$ cat config.mk
export PLATFORM = sky130hd
export DESIGN_NAME = apb_timer_slave
export DESIGN_NICKNAME = d
export VERILOG_FILES = /design/src/rtl/apb_timer_slave.sv
export SDC_FILE = /design/constraint.sdc
export NUM_CORES = 1
export LEC_CHECK = 0
export ABC_AREA = 0
export CORE_MARGIN = 3
export CORE_UTILIZATION = 45
export DETAILED_ROUTE_END_ITERATION = 7
export PLACE_DENSITY = 0.75
export RECOVER_POWER = 100
export SLEW_MARGIN = 40
export SYNTH_ARGS = -nofsm -noshare
export SYNTH_HDL_FRONTEND = slang
export SYNTH_SLANG_ARGS = --single-unit
$ cat constraint.sdc
create_clock -name axi_aclk -period 3.5 [get_ports axi_aclk]
set_input_delay 0.7 -clock axi_aclk [delete_from_list [all_inputs] [get_ports axi_aclk]]
set_output_delay 0.7 -clock axi_aclk [all_outputs]
set_load 0.02 [all_outputs]
$ cat src/rtl/apb_timer_slave.sv
// APB timer slave: four-register window (CTRL, LOAD, COUNT, STATUS) in front of
// a 32-bit down-counter with an 8-bit prescaler, optional auto-reload and a
// registered level interrupt. Every access inserts WAIT_STATES wait cycles.
// Illegal accesses complete with PSLVERR and leave the registers untouched.
module apb_timer_slave #(
    parameter int unsigned APB_ADDR_WIDTH = 32,
    parameter int unsigned APB_DATA_WIDTH = 32,
    parameter logic [31:0] BASE_ADDR      = 32'h1000_0000,
    parameter int unsigned WAIT_STATES    = 1
) (
    input  logic                      axi_aclk,
    input  logic                      axi_aresetn,
    input  logic [APB_ADDR_WIDTH-1:0] apb_paddr,
    input  logic                      apb_pwrite,
    input  logic                      apb_psel,
    input  logic                      apb_penable,
    input  logic [APB_DATA_WIDTH-1:0] apb_pwdata,
    output logic [APB_DATA_WIDTH-1:0] apb_prdata,
    output logic                      apb_pready,
    output logic                      apb_pslverr,
    output logic                      timer_irq
);

    localparam int unsigned AW = APB_ADDR_WIDTH;
    localparam int unsigned DW = APB_DATA_WIDTH;

    // BASE_ADDR is expected to be 16-byte aligned.
    localparam logic [AW-1:0] BASE = AW'(BASE_ADDR);
    localparam logic [3:0]    WS   = 4'(WAIT_STATES);

    localparam logic [1:0] REG_CTRL   = 2'd0;
    localparam logic [1:0] REG_LOAD   = 2'd1;
    localparam logic [1:0] REG_COUNT  = 2'd2;
    localparam logic [1:0] REG_STATUS = 2'd3;

    // ------------------------------------------------------------------
    // State
    // ------------------------------------------------------------------
    logic [3:0]  wait_cnt_reg,    wait_cnt_next;
    logic        en_reg,          en_next;
    logic        auto_reload_reg, auto_reload_next;
    logic        irq_en_reg,      irq_en_next;
    logic [7:0]  prescale_reg,    prescale_next;
    logic [31:0] load_reg,        load_next;
    logic [31:0] count_reg,       count_next;
    logic [7:0]  presc_cnt_reg,   presc_cnt_next;
    logic        expired_reg,     expired_next;
    logic        irq_reg,         irq_next;

    // ------------------------------------------------------------------
    // Address decode and handshake
    // ------------------------------------------------------------------
    logic [AW-1:0] offset;
    logic          in_range;
    logic          misaligned;
    logic [1:0]    reg_sel;
    logic          addr_err;
    logic          apb_access;
    logic          ready_int;
    logic          wr_commit;
    logic          rd_valid;
    logic [31:0]   rdata_mux;

    assign offset     = apb_paddr - BASE;
    assign in_range   = (apb_paddr >= BASE) && (offset[AW-1:4] == '0);
    assign misaligned = (apb_paddr[1:0] != 2'b00) || (offset[1:0] != 2'b00);
    assign reg_sel    = offset[3:2];
    assign addr_err   = !in_range || misaligned || (apb_pwrite && (reg_sel == REG_COUNT));
    assign apb_access = apb_psel && apb_penable;
    assign ready_int  = apb_access && (wait_cnt_reg == WS);
    assign wr_commit  = ready_int && apb_pwrite && !addr_err;
    assign rd_valid   = ready_int && !apb_pwrite && !addr_err && axi_aresetn;

    // Handshake outputs are forced low while reset is asserted.
    assign apb_pready  = ready_int && axi_aresetn;
    assign apb_pslverr = ready_int && addr_err && axi_aresetn;
    assign timer_irq   = irq_reg;

    // Register read multiplexer; unused CTRL bits read as zero.
    always_comb begin
        rdata_mux = '0;
        case (reg_sel)
            REG_CTRL:   rdata_mux = {16'h0000, prescale_reg, 5'b00000,
                                     irq_en_reg, auto_reload_reg, en_reg};
            REG_LOAD:   rdata_mux = load_reg;
            REG_COUNT:  rdata_mux = count_reg;
            REG_STATUS: rdata_mux = {31'h0, expired_reg};
            default:    rdata_mux = '0;
        endcase
    end

    // Read data is only presented on a completing, error-free read.
    generate
        for (genvar gi = 0; gi < DW; gi++) begin : g_prdata
            assign apb_prdata[gi] = rd_valid && rdata_mux[gi];
        end
    endgenerate

    // Wait-state counter: cleared in setup, climbs toward WAIT_STATES in access.
    always_comb begin
        wait_cnt_next = wait_cnt_reg;
        if (apb_psel && !apb_penable) begin
            wait_cnt_next = 4'd0;
        end else if (apb_access && (wait_cnt_reg < WS)) begin
            wait_cnt_next = wait_cnt_reg + 4'd1;
        end
    end

    // ------------------------------------------------------------------
    // Timer and register write logic. Timer activity is evaluated first,
    // then bus writes override it where both touch the same field.
    // ------------------------------------------------------------------
    logic tick;
    logic set_expired;
    logic status_clear;

    always_comb begin
        en_next          = en_reg;
        auto_reload_next = auto_reload_reg;
        irq_en_next      = irq_en_reg;
        prescale_next    = prescale_reg;
        load_next        = load_reg;
        count_next       = count_reg;
        presc_cnt_next   = presc_cnt_reg;
        set_expired      = 1'b0;
        status_clear     = 1'b0;

        // >= keeps the prescaler bounded if PRESCALE is lowered mid-period.
        tick = en_reg && (presc_cnt_reg >= prescale_reg);

        if (en_reg) begin
            presc_cnt_next = tick ? 8'd0 : presc_cnt_reg + 8'd1;
        end

        if (tick) begin
            if (count_reg == 32'd0) begin
                set_expired = 1'b1;
                if (auto_reload_reg) begin
                    count_next = load_reg;
                end else begin
                    en_next = 1'b0;
                end
            end else begin
                count_next = count_reg - 32'd1;
            end
        end

        if (wr_commit) begin
            case (reg_sel)
                REG_CTRL: begin
                    en_next          = apb_pwdata[0];
                    auto_reload_next = apb_pwdata[1];
                    irq_en_next      = apb_pwdata[2];
                    prescale_next    = apb_pwdata[15:8];
                    if (!en_reg && apb_pwdata[0]) begin
                        presc_cnt_next = 8'd0;
                    end
                end
                REG_LOAD: begin
                    load_next  = apb_pwdata[31:0];
                    count_next = apb_pwdata[31:0];
                end
                REG_STATUS: begin
                    status_clear = apb_pwdata[0];
                end
                default: ;
            endcase
        end

        // A fresh expiry beats a simultaneous write-1-to-clear.
        expired_next = set_expired || (expired_reg && !status_clear);
        irq_next     = expired_reg && irq_en_reg;
    end

    // State register with asynchronous active-low reset.
    always_ff @(posedge axi_aclk or negedge axi_aresetn) begin
        if (!axi_aresetn) begin
            wait_cnt_reg    <= 4'd0;
            en_reg          <= 1'b0;
            auto_reload_reg <= 1'b0;
            irq_en_reg      <= 1'b0;
            prescale_reg    <= 8'd0;
            load_reg        <= 32'd0;
            count_reg       <= 32'd0;
            presc_cnt_reg   <= 8'd0;
            expired_reg     <= 1'b0;
            irq_reg         <= 1'b0;
        end else begin
            wait_cnt_reg    <= wait_cnt_next;
            en_reg          <= en_next;
            auto_reload_reg <= auto_reload_next;
            irq_en_reg      <= irq_en_next;
            prescale_reg    <= prescale_next;
            load_reg        <= load_next;
            count_reg       <= count_next;
            presc_cnt_reg   <= presc_cnt_next;
            expired_reg     <= expired_next;
            irq_reg         <= irq_next;
        end
    end

endmodule

==> run metrics, run 1 <==
number of nets in the finished design=881; CP Data Arrival Time=2.65 ns; prevailing post-synth register cell=sky130_fd_sc_hd__dfrtp_1; leakage=0.00324 µW; number of maximum-capacitance constraint violations=0; Worst Hold Path Cells=2; initial core utilization=0.469; number of warning messages in the yosys log=0; clk sink count=slightly below 90; maximum number of pins on one net before global-route repair=between 60 and 70; switching share of power=0.227; setup repair after global routing missed its margin=false; Max Clock Freq=around 300 MHz; CP cell instances=clkdlybuf4s50_1 -> nor4_1 -> and4_1 -> and2_1 -> nand2_1 -> buf_4 -> nor2_1 -> dlygate4sd2_1; share of post-route cells with drive strength above 1=0.0761; TritonCTS clock tree=done; floorplan row count=40; mean cell area of the mapped netlist=8.16 µm²; setup slack, reg-to-reg=about 0.19 ns; diode count=0; type of the setup path with the least slack=input pin to output port; total placed cells including tap cells=about 960; power per cell area=around 310 mW/mm²; switching power of the nets=509 µW; Total Wirelength=17500 µm; longest individual stage delay on the worst path=a little under 0.4 ns; detailed-routing iteration count for the pre-antenna-repair pass=7; total DRC errors in the routed layout=0; hold slack=0.504 ns; combinational cell fraction of total power=0.093; count of input and output buffers=about 100; top cell type's share of synthesized area=0.387; Initial DRC Count=between 500 and 600; launching element type of the critical path=input pin; Antenna Nets Post-Route=0; post-CTS clock slew at the launch and capture registers of the worst setup and hold paths=~0.060 ns; final setup fails=0; routed vias/inst=approximately 6.0; count of final hold-check violations=0; Max-Slew Margin vs Limit=0.180; global route total overflow=0; register bit count reported by yosys=89; final clock skew=around 0.0066 ns; post-synthesis net count=approximately 790; maximum clock insertion buffer count=2; outcome=finished, final reports clean; kind of cell with the highest combined delay on the critical path=simple AND/OR/NAND/NOR gates; Via Count=just under 6000; Top-Level Pins=around 100; portion of the clock cycle consumed by the worst path in the final layout=0.956; count of unique library cells instantiated by Yosys=between 50 and 60; root buffer selected by CTS=sky130_fd_sc_hd__clkbuf_16; clock power share=0.438; top area cells in the synthesized netlist=sky130_fd_sc_hd__dfrtp_1 (39%), sky130_fd_sc_hd__nand2_1 (8.2%), sky130_fd_sc_hd__nor2_1 (5.9%), sky130_fd_sc_hd__a21oi_1 (4.6%), sky130_fd_sc_hd__mux2i_1 (3.7%); area growth from synthesis to final layout=26.2%; number of global-route vias before repair=around 6000; wire length of the first global-routing pass=between 20000 and 30000 µm; CP Max Fanout=20; standard cell with the maximum stage delay on the critical path=sky130_fd_sc_hd__clkdlybuf4s50_1; biggest area consumer among synthesized cells=sky130_fd_sc_hd__dfrtp_1; transition at the pin with the smallest max-transition slack=around 1.2 ns; stages on the worst setup path=8; number of synthesized flops with an enable pin=0; final critical path time including I/O delays and setup=roughly 3.3 ns; worst vdd rail ir drop=approximately 170 µV; WL/cell=18.0 µm; type of the tightest min-delay check=flop to flop; fraction of registers with async set or reset after synthesis=1.00; chip width=approximately 120 µm; die extent in y=119 µm; worst path buffer plus inverter count=3; area of the die=~0.014 mm²; cell internal pwr=around 1700 µW; final weighted congestion in routability-driven placement=around 0.92; sequential share of power=0.469; Synth Instances=~710; clock latency of the later-clocked register in the worst-skew pair=around 0.35 ns; proportion of synthesized chip area in sequential cells=0.387; total half-perimeter wirelength after legalization and detailed placement=approximately 13000 µm; TritonCTS buffer count=9; Final Instance Count excl. Fillers=970; antenna violations before repair=0; area of the core=0.0123 mm²; number of max-slew violations in the final report=0; cell count of the worst reg-to-reg path=7; total standard cell area after synthesis=approximately 0.0058 mm²; required time of the critical path=between 2 and 3 ns; kind of end point of the critical path=output port; H-tree Lvls=3; aggregate global-route resource usage=0.251
[what timing repair did]
item                                   in CTS  in global routing
buffers inserted                            0                  0
hold buffers                                0                  0
resized for setup                          32                  0
setup endpoints to repair                  31                  0
endpoints found under the hold margin       0                  0
[worst paths after layout]
check | end | from
worst max-delay path | apb_prdata[23] | apb_paddr[18]
worst min-delay path | load_reg[16] | load_reg[16]
worst max register to register | count_reg[9] | count_reg[23]
worst min register to register | load_reg[16] | load_reg[16]
max in group asynchronous | load_reg[26] | axi_aresetn
min in group asynchronous | wait_cnt_reg[3] | axi_aresetn
[routing by layer]
metal	part of all wire	global-route usage	wire (µm)
met1	0.42	0.328	7320
met2	0.49	0.410	8530
met3	0.066	0.0427	1160
met4	0.027	0.112	473
met5	0	0	0
[placed cells by master (no fill, tap or decap), types with 10 or more instances in the layout]
cell type	count
sky130_fd_sc_hd__o211ai_1	13
sky130_fd_sc_hd__dlygate4sd2_1	31
sky130_fd_sc_hd__nand3_1	22
sky130_fd_sc_hd__nor4_1	15
sky130_fd_sc_hd__dfrtp_1	89
sky130_fd_sc_hd__nor3_1	12
sky130_fd_sc_hd__nand4_1	11
sky130_fd_sc_hd__a22oi_1	24
sky130_fd_sc_hd__ha_1	14
sky130_fd_sc_hd__mux2i_1	21
sky130_fd_sc_hd__nand2_1	125
sky130_fd_sc_hd__clkdlybuf4s50_1	69
sky130_fd_sc_hd__a31oi_1	10
sky130_fd_sc_hd__nor2_1	90
sky130_fd_sc_hd__buf_4	19
sky130_fd_sc_hd__a21oi_1	53
sky130_fd_sc_hd__o21ai_0	16
sky130_fd_sc_hd__mux2_2	12
sky130_fd_sc_hd__inv_1	19
[layout make-up]
class / instances / area, µm²
clock buffers: 12 / 256
clock inverters: 3 / 40.0
repair buffers: 136 / 1230
well taps: 168 / 210
fillers: 1127 / 5000
multi-input cells: 543 / 3230
inverters: 19 / 71.3
flip-flops and latches: 89 / 2230
[power by group through the flow]
stage	registers, µW	clock network (µW)	logic (µW)
floorplan	1070	0	66.9
global placement	1070	0	204
detailed placement	1070	0	210
CTS	1050	1000	213
global route	1050	1030	228
finish	1050	983	208
[tightest hold or removal path, stage by stage (launching register included)]
cell,delay (ns)
sky130_fd_sc_hd__dfrtp_1,0.36
sky130_fd_sc_hd__nand2_1,0.06
sky130_fd_sc_hd__nand2_1,0.06
[synth_stat cells, types with 3 or more instances]
| cell type | n |
|---|---|
| sky130_fd_sc_hd__buf_2 | 7 |
| sky130_fd_sc_hd__and3_1 | 6 |
| sky130_fd_sc_hd__clkbuf_1 | 39 |
| sky130_fd_sc_hd__o21ai_0 | 16 |
| sky130_fd_sc_hd__o211ai_1 | 13 |
| sky130_fd_sc_hd__buf_1 | 6 |
| sky130_fd_sc_hd__a21oi_1 | 53 |
| sky130_fd_sc_hd__or3_1 | 8 |
| sky130_fd_sc_hd__mux2i_1 | 21 |
| sky130_fd_sc_hd__a22oi_1 | 24 |
| sky130_fd_sc_hd__and2_1 | 5 |
| sky130_fd_sc_hd__nand2b_1 | 4 |
| sky130_fd_sc_hd__and4_1 | 6 |
| sky130_fd_sc_hd__nand3_1 | 21 |
| sky130_fd_sc_hd__a311o_1 | 4 |
| sky130_fd_sc_hd__nor3_1 | 11 |
| sky130_fd_sc_hd__o311ai_0 | 3 |
| sky130_fd_sc_hd__a211oi_1 | 5 |
| sky130_fd_sc_hd__inv_1 | 19 |
| sky130_fd_sc_hd__o2111ai_1 | 3 |
| sky130_fd_sc_hd__nor2_1 | 90 |
| sky130_fd_sc_hd__a221oi_1 | 3 |
| sky130_fd_sc_hd__nand2_1 | 125 |
| sky130_fd_sc_hd__dfrtp_1 | 89 |
| sky130_fd_sc_hd__xor2_1 | 6 |
| sky130_fd_sc_hd__nor4_1 | 15 |
| sky130_fd_sc_hd__xnor2_1 | 5 |
| sky130_fd_sc_hd__mux2_2 | 12 |
| sky130_fd_sc_hd__ha_1 | 14 |
| sky130_fd_sc_hd__o31ai_1 | 4 |
| sky130_fd_sc_hd__a31oi_1 | 10 |
| sky130_fd_sc_hd__a211o_1 | 9 |
| sky130_fd_sc_hd__o41ai_1 | 4 |
| sky130_fd_sc_hd__nand4_1 | 11 |
[logic make-up after synthesis]
group / count (synthesis) / synth area share
buffers and inverters: 73 / 0.0517
adders and majority gates: 14 / 0.0304
and+or+nand+nor: 322 / 0.263
muxes: 34 / 0.0639
xor gates and xnor gates: 11 / 0.0167
DFF: 89 / 0.387
AOI/OAI and AO/OA: 162 / 0.187
[metrics by stage]
step           setup TNS, ns  area (µm²)  total power, µW   util  setup slack [ns]
3_3_place_gp           -1.42        7060             1270  0.575           -0.0712
6_report                   0        7260             2240  0.592             0.153
3_5_place_dp           -1.74        7060             1280  0.576            -0.114
2_1_floorplan              0        5750             1130      -             0.691
5_1_grt                    0        7260             2320  0.592           0.00759
4_1_cts                    0        7320             2270  0.597             0.167
Note: power is estimated with default switching activity, not from simulation.
==> inputs of run 2 (changes only) <==
- CORE_MARGIN: 3 -> default
==> run metrics, run 2 (synthesis gave the netlist of run 1 again) <==
failing checks=capacitance limit, slew limit; total DRC errors in the routed layout=0 (unchanged); Post-CTS Repair Setup Buffers=0 (unchanged); portion of the clock cycle consumed by the worst path in the final layout=0.971 (+0.0144); final core area utilization=0.594 (+0.00153); sequential share of power=0.467 (-0.002); clk sink count=89 (unchanged); Worst R2R Start=presc_cnt_reg[0]; chip width=115 µm (-3.4%); Reg2Reg Capture Point=count_reg[22]; type of the tightest min-delay check=flop to flop; count of final hold-check violations=0 (unchanged); final setup fails=0 (unchanged); switching power of the nets=522 µW (+2.4%); switching share of power=0.231 (+0.00403); Max-Slew Margin vs Limit=-0.610 (-0.790); global route total overflow=0 (unchanged); required time of the critical path=2.80 ns (about the same); leakage=0.00325 µW (+0.18%); area of the die=0.0132 mm² (-6.6%); clock power share=0.440 (+0.002); Via Count=5789 (-0.22%); cell count of the worst reg-to-reg path=8 (+1); H-tree Lvls=3 (unchanged); Top-Level Pins=104 (unchanged); Gates resized, CTS repair=32 (unchanged); diode count=0 (unchanged); CTS hold repair buffers=0 (unchanged); hold slack=0.504 ns (-0.000284 ns); Max Clock Freq=294 MHz (-1.5%); initial core utilization=0.469 (unchanged); leading cell type in the layout, fill and taps excluded=sky130_fd_sc_hd__nand2_1; total half-perimeter wirelength after legalization and detailed placement=12100 µm (-3.5%); post-CTS clock slew at the launch and capture registers of the worst setup and hold paths=0.06 ns (about the same); routed vias/inst=5.99 (about the same); number of maximum-capacitance constraint violations=1 (+1); number of filler cells placed in the layout=1116 (-0.98%); Worst Hold Path Cells=2 (unchanged); aggregate global-route resource usage=0.278 (+0.0261); CP Max Fanout=20 (unchanged); Initial DRC Count=519 (-7.5%); floorplan row count=40 (unchanged); final clock skew=0.0101 ns (+0.00348 ns); share of post-route cells with drive strength above 1=0.0801 (+0.00404); setup slack, reg-to-reg=0.41 ns (+0.22 ns); detailed-routing iteration count for the pre-antenna-repair pass=5 (-2); outcome=finished, violations left; combinational cell fraction of total power=0.093 (about the same); final weighted congestion in routability-driven placement=0.931 (+1.6%); WL/cell=17.8 µm (-1.5%); area of the core=0.0123 mm² (unchanged); maximum clock insertion buffer count=2 (unchanged); setup repair after global routing missed its margin=false; final critical path time including I/O delays and setup=3.40 ns (+0.0503 ns); clock latency of the later-clocked register in the worst-skew pair=0.35 ns (about the same); transition at the pin with the smallest max-transition slack=2.41 ns (+1.18 ns); die extent in y=115 µm (-3.4%); post-layout worst setup margin=0.102 ns (-0.0503 ns); antenna violations before repair=0 (unchanged); area growth from synthesis to final layout=26.5%; startpoint of the tightest hold check path=load_reg[24]; launching element type of the critical path=input pin; maximum number of pins on one net before global-route repair=57 (-16%); worst-case hold path end point=load_reg[24]; power per cell area=310 mW/mm² (+0.35%); number of max-slew violations in the final report=45 (+45); Total Wirelength=17200 µm (-1.8%); TritonCTS buffer count=9 (unchanged); root buffer selected by CTS=sky130_fd_sc_hd__clkbuf_16; count of input and output buffers=103 (unchanged); cell internal pwr=1740 µW (about the same); wire length of the first global-routing pass=28500 µm (-2.1%); type of the setup path with the least slack=input pin to output port; top library cells by usage in the layout, fill and taps aside=sky130_fd_sc_hd__nand2_1 (125), sky130_fd_sc_hd__nor2_1 (90), sky130_fd_sc_hd__dfrtp_1 (89), sky130_fd_sc_hd__clkdlybuf4s50_1 (67), sky130_fd_sc_hd__a21oi_1 (53); TritonCTS clock tree=done; number of nets in the finished design=878 (-0.34%); worst vdd rail ir drop=185 µV (+7.2%); kind of end point of the critical path=output port; worst slack at placement=-0.165 ns (-0.0507 ns); Antenna Nets Post-Route=0 (unchanged); CP Data Arrival Time=2.70 ns (+0.05 ns); number of global-route vias before repair=5724 (-2.4%)
run 2: how the worst max path moves through the flow:
| stage | start | slack [ns] | end | cells after the start |
|---|---|---|---|---|
| final | apb_paddr[26] | 0.10 | apb_prdata[21] | 8 |
| after floorplan | apb_penable | 0.69 | apb_prdata[10] | 6 |
| after global placement | apb_penable | -0.08 | apb_prdata[23] | 8 |
| after CTS | apb_paddr[26] | 0.05 | apb_prdata[0] | 7 |
| after detailed placement | apb_penable | -0.17 | apb_prdata[21] | 8 |
| after global routing | apb_paddr[26] | 0.01 | apb_prdata[21] | 8 |
run 2: worst max-delay path, stage by stage:
cell	delay, ns
sky130_fd_sc_hd__clkdlybuf4s50_1	0.44
sky130_fd_sc_hd__nor4b_1	0.32
sky130_fd_sc_hd__and4_1	0.25
sky130_fd_sc_hd__and2_1	0.15
sky130_fd_sc_hd__nand2_1	0.09
sky130_fd_sc_hd__buf_4	0.22
sky130_fd_sc_hd__nor2_1	0.15
sky130_fd_sc_hd__dlygate4sd2_1	0.36
run 2: final cells by class:
class	count	area (µm²)	area share
Multi-Input combinational cell	543	3240	0.445
Inverter	19	71.3	0.00980
Tap cell	168	210	0.0289
Sequential cell	89	2230	0.306
Clock buffer	12	256	0.0352
Timing Repair Buffer	133	1240	0.170
Clock inverter	3	40.0	0.00550
run 2: power by group through the flow:
stage               Combinational, µW  Clock, µW  Sequential (µW)
CTS                               214       1010             1050
finish                            211        994             1050
global route                      230       1060             1050
global placement                  203          0             1070
floorplan                        66.9          0             1070
detailed placement                212          0             1070
run 2: per-layer routing:
layer	routed length [µm]	track usage
met1	7350	0.369
met2	8200	0.451
met3	1250	0.0517
met4	373	0.104
met5	0	0
run 2: through the flow:
step	instance area, µm²	cells	TNS [ns]	total power, µW
after floorplan	5750	705	0	1130
after global placement	7050	952	-1.75	1270
after detailed placement	7050	952	-3.49	1280
after CTS	7310	967	0	2280
after global routing	7280	967	0	2340
final	7280	967	0	2260
